==> src/rtl/kem_sched_pkg.sv <==
// kem_sched_pkg: shared ML-KEM scheduler types and constants.
//   kem_mode_t   - one-hot request mode (keygen / encap / decap)
//   kem_module_t - one-hot sub-module select (TRNG / hashG / sampleA / NTT)
//   kem_phase_t  - scheduler state (IDLE, one state per sub-module, FIN)
package kem_sched_pkg;

   localparam int unsigned ML_KEM_K = 2;

   typedef logic [2:0] kem_mode_t;
   localparam kem_mode_t MODE_KEYGEN = 3'b001;
   localparam kem_mode_t MODE_ENCAP  = 3'b010;
   localparam kem_mode_t MODE_DECAP  = 3'b100;

   typedef logic [3:0] kem_module_t;
   localparam kem_module_t MOD_TRNG  = 4'b0001;
   localparam kem_module_t MOD_HASHG = 4'b0010;
   localparam kem_module_t MOD_SMPA  = 4'b0100;
   localparam kem_module_t MOD_NTT   = 4'b1000;

   typedef enum logic [2:0] {
      PH_IDLE,
      PH_TRNG,
      PH_HASHG,
      PH_SMPA,
      PH_NTT,
      PH_FIN
   } kem_phase_t;

   function automatic logic mode_is_onehot(input kem_mode_t m);
      return ($countones(m) == 1);
   endfunction

   // Sub-module driven by an active state; zero for IDLE and FIN.
   function automatic kem_module_t phase_module(input kem_phase_t p);
      kem_module_t m;
      case (p)
         PH_TRNG:  m = MOD_TRNG;
         PH_HASHG: m = MOD_HASHG;
         PH_SMPA:  m = MOD_SMPA;
         PH_NTT:   m = MOD_NTT;
         default:  m = '0;
      endcase
      return m;
   endfunction

endpackage

==> src/rtl/kem_sched_wdog.sv <==
// kem_sched_wdog: per-step stall watchdog.
//   clk, rst_n - clock, asynchronous active-low reset
//   clr_i      - restart the count (held during a step's ISSUE cycle)
//   en_i       - count one WAIT cycle
//   expire_o   - this WAIT cycle brings the count to TIMEOUT
module kem_sched_wdog #(
   parameter int unsigned TIMEOUT = 65535
) (
   input  logic clk,
   input  logic rst_n,
   input  logic clr_i,
   input  logic en_i,
   output logic expire_o
);

   localparam int unsigned CW = $clog2(TIMEOUT + 1);

   logic [CW-1:0] cnt_q;

   always_ff @(posedge clk or negedge rst_n) begin
      if (!rst_n) begin
         cnt_q <= '0;
      end else if (clr_i) begin
         cnt_q <= '0;
      end else if (en_i && (cnt_q != CW'(TIMEOUT))) begin
         cnt_q <= cnt_q + CW'(1);
      end
   end

   // Flagged one cycle early so the scheduler's registered err lands on
   // issue cycle + TIMEOUT + 1, leaving the TIMEOUT-th wait cycle open for done.
   assign expire_o = en_i && (cnt_q == CW'(TIMEOUT - 1));

endmodule

==> src/rtl/kem_sched.sv <==
// kem_sched: ML-KEM operation scheduler.
// Runs one keygen/encap/decap request as a fixed series of start/done
// handshakes across TRNG, hashG, sampleA and NTT, driving matrix/vector
// indices and aborting any step that stalls past TIMEOUT wait cycles.
// Handshake: mod_start_o pulses one cycle per step (ISSUE); the step then
// waits (WAIT) for the matching mod_done_i bit. Other done bits, and any done
// seen in the ISSUE cycle, are ignored.
//   clk, rst_n   - clock, asynchronous active-low reset
//   start_i      - request pulse, taken in IDLE or FIN
//   mode_i       - one-hot kem_mode_t, sampled with start_i
//   busy_o       - request in progress
//   done_o       - one-cycle completion pulse
//   err_o        - one-cycle pulse: bad mode or watchdog abort
//   mod_start_o  - one-hot kem_module_t start pulse
//   mod_done_i   - kem_module_t done pulses
//   row_o, col_o - step indices
module kem_sched
   import kem_sched_pkg::*;
#(
   parameter int unsigned K       = ML_KEM_K,
   parameter int unsigned TIMEOUT = 65535
) (
   input  logic                 clk,
   input  logic                 rst_n,
   input  logic                 start_i,
   input  logic [2:0]           mode_i,
   output logic                 busy_o,
   output logic                 done_o,
   output logic                 err_o,
   output logic [3:0]           mod_start_o,
   input  logic [3:0]           mod_done_i,
   output logic [$clog2(K)-1:0] row_o,
   output logic [$clog2(K)-1:0] col_o
);

   localparam int unsigned IW = $clog2(K);
   localparam logic [IW-1:0] IDX_LAST = IW'(K - 1);

   kem_phase_t    state_q;
   logic          issue_q;
   kem_mode_t     mode_q;
   logic [IW-1:0] row_q;
   logic [IW-1:0] col_q;
   logic          busy_q;
   logic          done_q;
   logic          err_q;
   kem_module_t   mod_start_q;

   kem_module_t   active_mod;
   logic          wait_act;
   logic          step_done;
   logic          wd_expire;
   logic [IW-1:0] ntt_last_row;

   always_comb begin
      active_mod   = phase_module(state_q);
      wait_act     = (active_mod != '0) && !issue_q;
      step_done    = wait_act && ((mod_done_i & active_mod) != '0);
      // keygen transforms two vectors (s and e); encap/decap only one.
      ntt_last_row = (mode_q == MODE_KEYGEN) ? IW'(1) : '0;
   end

   kem_sched_wdog #(
      .TIMEOUT (TIMEOUT)
   ) u_wdog (
      .clk      (clk),
      .rst_n    (rst_n),
      .clr_i    (issue_q),
      .en_i     (wait_act),
      .expire_o (wd_expire)
   );

   always_ff @(posedge clk or negedge rst_n) begin
      if (!rst_n) begin
         state_q     <= PH_IDLE;
         issue_q     <= 1'b0;
         mode_q      <= '0;
         row_q       <= '0;
         col_q       <= '0;
         busy_q      <= 1'b0;
         done_q      <= 1'b0;
         err_q       <= 1'b0;
         mod_start_q <= '0;
      end else begin
         done_q      <= 1'b0;
         err_q       <= 1'b0;
         mod_start_q <= '0;
         case (state_q)
            // FIN behaves as IDLE for a new request so back-to-back works.
            PH_IDLE, PH_FIN: begin
               state_q <= PH_IDLE;
               issue_q <= 1'b0;
               row_q   <= '0;
               col_q   <= '0;
               if (start_i) begin
                  if (mode_is_onehot(mode_i)) begin
                     mode_q  <= mode_i;
                     busy_q  <= 1'b1;
                     issue_q <= 1'b1;
                     if (mode_i == MODE_DECAP) begin
                        state_q     <= PH_HASHG;
                        mod_start_q <= MOD_HASHG;
                     end else begin
                        state_q     <= PH_TRNG;
                        mod_start_q <= MOD_TRNG;
                     end
                  end else begin
                     err_q <= 1'b1;
                  end
               end
            end
            default: begin
               if (issue_q) begin
                  issue_q <= 1'b0;
               end else if (step_done) begin
                  // A valid done beats a same-cycle watchdog expiry.
                  issue_q <= 1'b1;
                  case (state_q)
                     PH_TRNG: begin
                        state_q     <= PH_HASHG;
                        mod_start_q <= MOD_HASHG;
                     end
                     PH_HASHG: begin
                        state_q     <= PH_SMPA;
                        mod_start_q <= MOD_SMPA;
                        row_q       <= '0;
                        col_q       <= '0;
                     end
                     PH_SMPA: begin
                        if (col_q == IDX_LAST) begin
                           col_q <= '0;
                           if (row_q == IDX_LAST) begin
                              row_q       <= '0;
                              state_q     <= PH_NTT;
                              mod_start_q <= MOD_NTT;
                           end else begin
                              row_q       <= row_q + IW'(1);
                              mod_start_q <= MOD_SMPA;
                           end
                        end else begin
                           col_q       <= col_q + IW'(1);
                           mod_start_q <= MOD_SMPA;
                        end
                     end
                     PH_NTT: begin
                        if (col_q == IDX_LAST) begin
                           col_q <= '0;
                           if (row_q == ntt_last_row) begin
                              row_q   <= '0;
                              state_q <= PH_FIN;
                              issue_q <= 1'b0;
                              busy_q  <= 1'b0;
                              done_q  <= 1'b1;
                           end else begin
                              row_q       <= row_q + IW'(1);
                              mod_start_q <= MOD_NTT;
                           end
                        end else begin
                           col_q       <= col_q + IW'(1);
                           mod_start_q <= MOD_NTT;
                        end
                     end
                     default: begin
                        state_q <= PH_IDLE;
                        issue_q <= 1'b0;
                        busy_q  <= 1'b0;
                     end
                  endcase
               end else if (wd_expire) begin
                  state_q <= PH_IDLE;
                  issue_q <= 1'b0;
                  busy_q  <= 1'b0;
                  err_q   <= 1'b1;
                  row_q   <= '0;
                  col_q   <= '0;
               end
            end
         endcase
      end
   end

   assign busy_o      = busy_q;
   assign done_o      = done_q;
   assign err_o       = err_q;
   assign mod_start_o = mod_start_q;
   // Indices are only meaningful while busy; they read 0 otherwise.
   assign row_o       = row_q;
   assign col_o       = col_q;

endmodule

==> config.mk <==
export PLATFORM = sky130hd
export DESIGN_NAME = kem_sched
export DESIGN_NICKNAME = d
export VERILOG_FILES = /design/src/rtl/kem_sched_pkg.sv /design/src/rtl/kem_sched_wdog.sv /design/src/rtl/kem_sched.sv
export SDC_FILE = /design/constraint.sdc
export NUM_CORES = 1
export LEC_CHECK = 0
export ABC_AREA = 1
export BUFFER_PORTS_ARGS = -buffer_cell sky130_fd_sc_hd__buf_4
export CAP_MARGIN = 25
export CORE_MARGIN = 2
export CORE_UTILIZATION = 58
export CTS_BUF_LIST = sky130_fd_sc_hd__clkbuf_16
export DETAILED_ROUTE_END_ITERATION = 10
export GPL_TIMING_DRIVEN = 1
export HOLD_SLACK_MARGIN = 0.03
export PLACE_DENSITY = 0.78
export SKIP_CTS_REPAIR_TIMING = 1
export SLEW_MARGIN = 15
export SYNTH_ARGS = -nofsm -noshare
export SYNTH_HDL_FRONTEND = slang
export SYNTH_SLANG_ARGS = --single-unit
==> constraint.sdc <==
create_clock -name clk -period 2.5 [get_ports clk]
set_clock_uncertainty 0.2 [all_clocks]
set_input_delay 0.375 -clock clk [delete_from_list [all_inputs] [get_ports clk]]
set_output_delay 0.375 -clock clk [all_outputs]
set_load 0.05 [all_outputs]
==> impl_results.rst <==
.. list-table::
   :header-rows: 1

   * - Metric
     - Value
   * - Buffer and inverter count on the worst path
     - 1
   * - Total routed wirelength
     - 3.94 mm
   * - Leading cell type in the layout, fill and taps excluded
     - sky130_fd_sc_hd__nand2_1
   * - Delay of the slowest cell on the worst path
     - 0.48 ns
   * - Largest driver fanout on the critical path
     - 11
   * - Type of the worst setup path
     - reg -> reg
   * - Number of unique standard cell types used by synthesis
     - 35
   * - Buffers added on ports
     - 18
   * - Via count of the first global-routing pass
     - 1502
   * - Floorplan die height
     - 61.5 um
   * - Sequential-to-total area share from yosys stat
     - 41.7%
   * - Initial core utilization
     - 61.9%
   * - Gate count of the mapped netlist
     - 254
   * - Unrepaired setup endpoints after global routing
     - no
   * - Synthesis-to-finish area growth
     - 17.1%
   * - Total die area
     - 0.00379 sq mm
   * - Total of flip-flops plus latches after synthesis
     - 32
   * - Number of nets still failing antenna checks after routing
     - 0
   * - DP Area
     - 0.00208 sq mm
   * - Final setup violating endpoints
     - 0
   * - Sw power
     - 420 uW
   * - Remaining DRCs
     - 0
   * - Met1 routing resource usage after global routing
     - 27.9%
   * - Number of failing hold endpoints at the final stage
     - 0
   * - Global-route met3 utilization
     - 6.30%
   * - Final Instance Count excl. Fillers
     - 321
   * - Top Usage Layer GRT
     - met2
   * - Number of placed I/O pins
     - 19
   * - Net switching share of the total power
     - 27.3%
   * - Number of antenna repair diodes
     - 0
   * - CTS tree
     - built
   * - HP Class
     - in -> reg
   * - Fraction of layout cells with a size suffix above 1
     - 15.2%
   * - Largest net degree at the start of global routing
     - 33
   * - Startpoint of the tightest hold check path
     - start_i
   * - Met2 GRT Util
     - 42.7%
   * - Logic pwr share
     - 16.3%
   * - Violation count after the first detailed-routing iteration
     - 135
   * - Placed cell count
     - 312
   * - Global-route wire length before repair
     - 6.49 mm
   * - Number of search-and-repair iterations in the first detailed-routing pass
     - 4
   * - Placer congestion estimate
     - 0.939
   * - Cell type of the slowest stage on the worst timing path
     - sky130_fd_sc_hd__dfrtp_1
   * - Clock group share of total power
     - 44.0%
   * - FMAX
     - 0.493 GHz
   * - Kind of cell adding the most delay to the critical path
     - simple AND/OR/NAND/NOR gates
   * - Final setup TNS
     - 0 ns
   * - CTS clock-pin slew for the worst setup and hold paths
     - 0.05 ns
   * - Post-layout instance area
     - 0.00225 sq mm
   * - Cell-by-cell trace of the critical path
     - inv_1 -> o21ai_0 -> nor2_1 -> nand4_1 -> o22ai_1 -> nand3_1 -> nand2_1
   * - Design internal power
     - 1120 uW
   * - Total power draw
     - 1540 uW
   * - Crit. Startpoint
     - state_q[1]
   * - Antenna violations before repair
     - 0
   * - Average size of a mapped cell
     - 7.56 sq um
   * - Static leakage power
     - 0.00114 uW
   * - Final core occ
     - 72.5%
   * - Tmin final
     - 2.03 ns
   * - Root cell of the clock tree
     - sky130_fd_sc_hd__clkbuf_16
   * - Overall overflow remaining after global route
     - 0
   * - Via count of the routed design
     - 1693
   * - Share of power burned in registers
     - 39.7%
   * - Worst ir drop on vdd
     - 0.483 mV
   * - Placeable Area
     - 0.00310 sq mm
   * - Status
     - finished, final reports clean
   * - Critical Path AT
     - 2.04 ns
   * - Clock latency on the worst-skew pair
     - 0.28 ns
   * - Deepest level of the CTS H-tree
     - 2
   * - Critical Path RT
     - 2.51 ns
   * - Clock buffers created by TritonCTS
     - 5
   * - Final critical-path share of the clock period
     - 81.1%
   * - Endpoint kind of the worst setup timing path
     - flop
   * - Power density relative to cell area
     - 683 mW/mm^2
   * - Routed length per placed instance
     - 12.3 um
   * - Max-cap viol count
     - 0
   * - Net count of the finished layout
     - 290
   * - GR Util All Layers
     - 24.0%
   * - Max-Slew Margin vs Limit
     - 73.9%
   * - Max-slew violation count
     - 0
   * - Die width
     - 61.5 um
   * - YS warnings
     - 0
   * - HPWL after detailed placement
     - 2.79 mm
   * - Least-Margin Pin Slew
     - 0.392 ns
   * - Vias per std cell
     - 5.27
   * - Core Rows
     - 20
   * - Highest-count cells in the layout ignoring fill and taps
     - sky130_fd_sc_hd__nand2_1 (75), sky130_fd_sc_hd__inv_1 (36), sky130_fd_sc_hd__dfrtp_1 (32)
   * - Net count of the mapped netlist
     - 268
   * - Sinks on Clock Net
     - 32
   * - Mapped cell area
     - 0.00192 sq mm
   * - Startpoint of the most critical register-to-register path
     - state_q[1]
   * - Kind of launch point of the worst setup path
     - flop
   * - Number of buffers between clock root and the deepest sink
     - 2
-- Yosys cell counts, drive strengths merged --
| library cell | number | area [sq um] |
|---|---|---|
| nand2 | 80 | 318 |
| inv | 37 | 141 |
| dfrtp | 32 | 801 |
| nor2 | 25 | 114 |
| o21ai | 23 | 145 |
| nand3 | 16 | 85.1 |
| nand4 | 8 | 50.1 |
| a21oi | 6 | 41.3 |
| nor3 | 5 | 25.0 |
| xor2 | 4 | 35.0 |
| buf | 3 | 31.3 |
| ha | 3 | 37.5 |
| nor4 | 2 | 12.5 |
| o21bai | 2 | 15.0 |
| a211oi | 1 | 7.51 |
| a21boi | 1 | 7.51 |
| a22o | 1 | 8.76 |
| clkbuf | 1 | 3.75 |
| fa | 1 | 20.0 |
| nor3b | 1 | 7.51 |
| o22ai | 1 | 6.26 |
| o31ai | 1 | 7.51 |
-- stage by stage --
step                      setup WS (ns)  hold slack, ns
after detailed placement          0.433           0.133
after CTS                         0.493          -0.161
final                             0.472           0.187
after floorplan                   0.630          -0.121
after global placement            0.495           0.133
after global routing              0.299           0.205
-- routing by layer --
layer	wire length (um)	part of all wire (%)	vias to the layer above
li1	-	-	860
met1	1680	43	782
met2	2060	52	45
met3	161	4.1	6
met4	40	1.0	0
met5	0	0	-
-- registers in the layout (all words and copies together) (netlist names) --
| name | cells |
|---|---|
| state_q | 3 |
| col_o | 1 |
| u_wdog.cnt_q | 16 |
| done_o | 1 |
| row_o | 1 |
| busy_o | 1 |
| issue_q | 1 |
| mode_q | 3 |
| mod_start_o | 4 |
| err_o | 1 |
-- layout make-up --
cell class,instances,area (sq um)
Timing Repair Buffer,19,145
Clock inverter,3,38.8
Tap cell,44,55.1
Multi-Input combinational cell,181,943
Sequential cell,32,801
Fill cell,260,853
Clock buffer,5,125
Inverter,37,141
-- power groups by stage --
stage	registers, uW	logic, uW	clock network, uW
global placement	616	244	0
detailed placement	617	245	0
global route	616	286	716
CTS	609	253	689
finish	610	251	676
floorplan	640	153	0
-- logic make-up after synthesis --
group           Yosys count  synth area share (%)
simple gates            137                  31.9
buf+inv                  41                  9.19
compound gates           36                  12.4
flops                    32                  41.7
xor+xnor                  4                  1.82
fa+ha+maj                 4                  3.00
-- worst reg2reg max path, delay by kind of cell (launching register included) --
kind                   cells  cell delay (ns)
AND/OR/NAND/NOR            4             0.75
AO/OA/AOI/OAI              2             0.39
flip-flops                 1             0.48
buffers and inverters      1             0.16
-- path summary, 6_finish.rpt --
check / endpoint / slack [ns] / cells after the start
setup / recovery: state_q[0] / 0.47 / 7
hold / removal: err_o / 0.19 / 3
setup reg to reg: state_q[0] / 0.47 / 7
hold reg to reg: mode_q[0] / 0.29 / 2
max in group asynchronous: mod_start_o[0] / 1.42 / 2
min in group asynchronous: u_wdog.cnt_q[9] / 0.39 / 2
No activity file was read; power rests on OpenSTA's default activity.
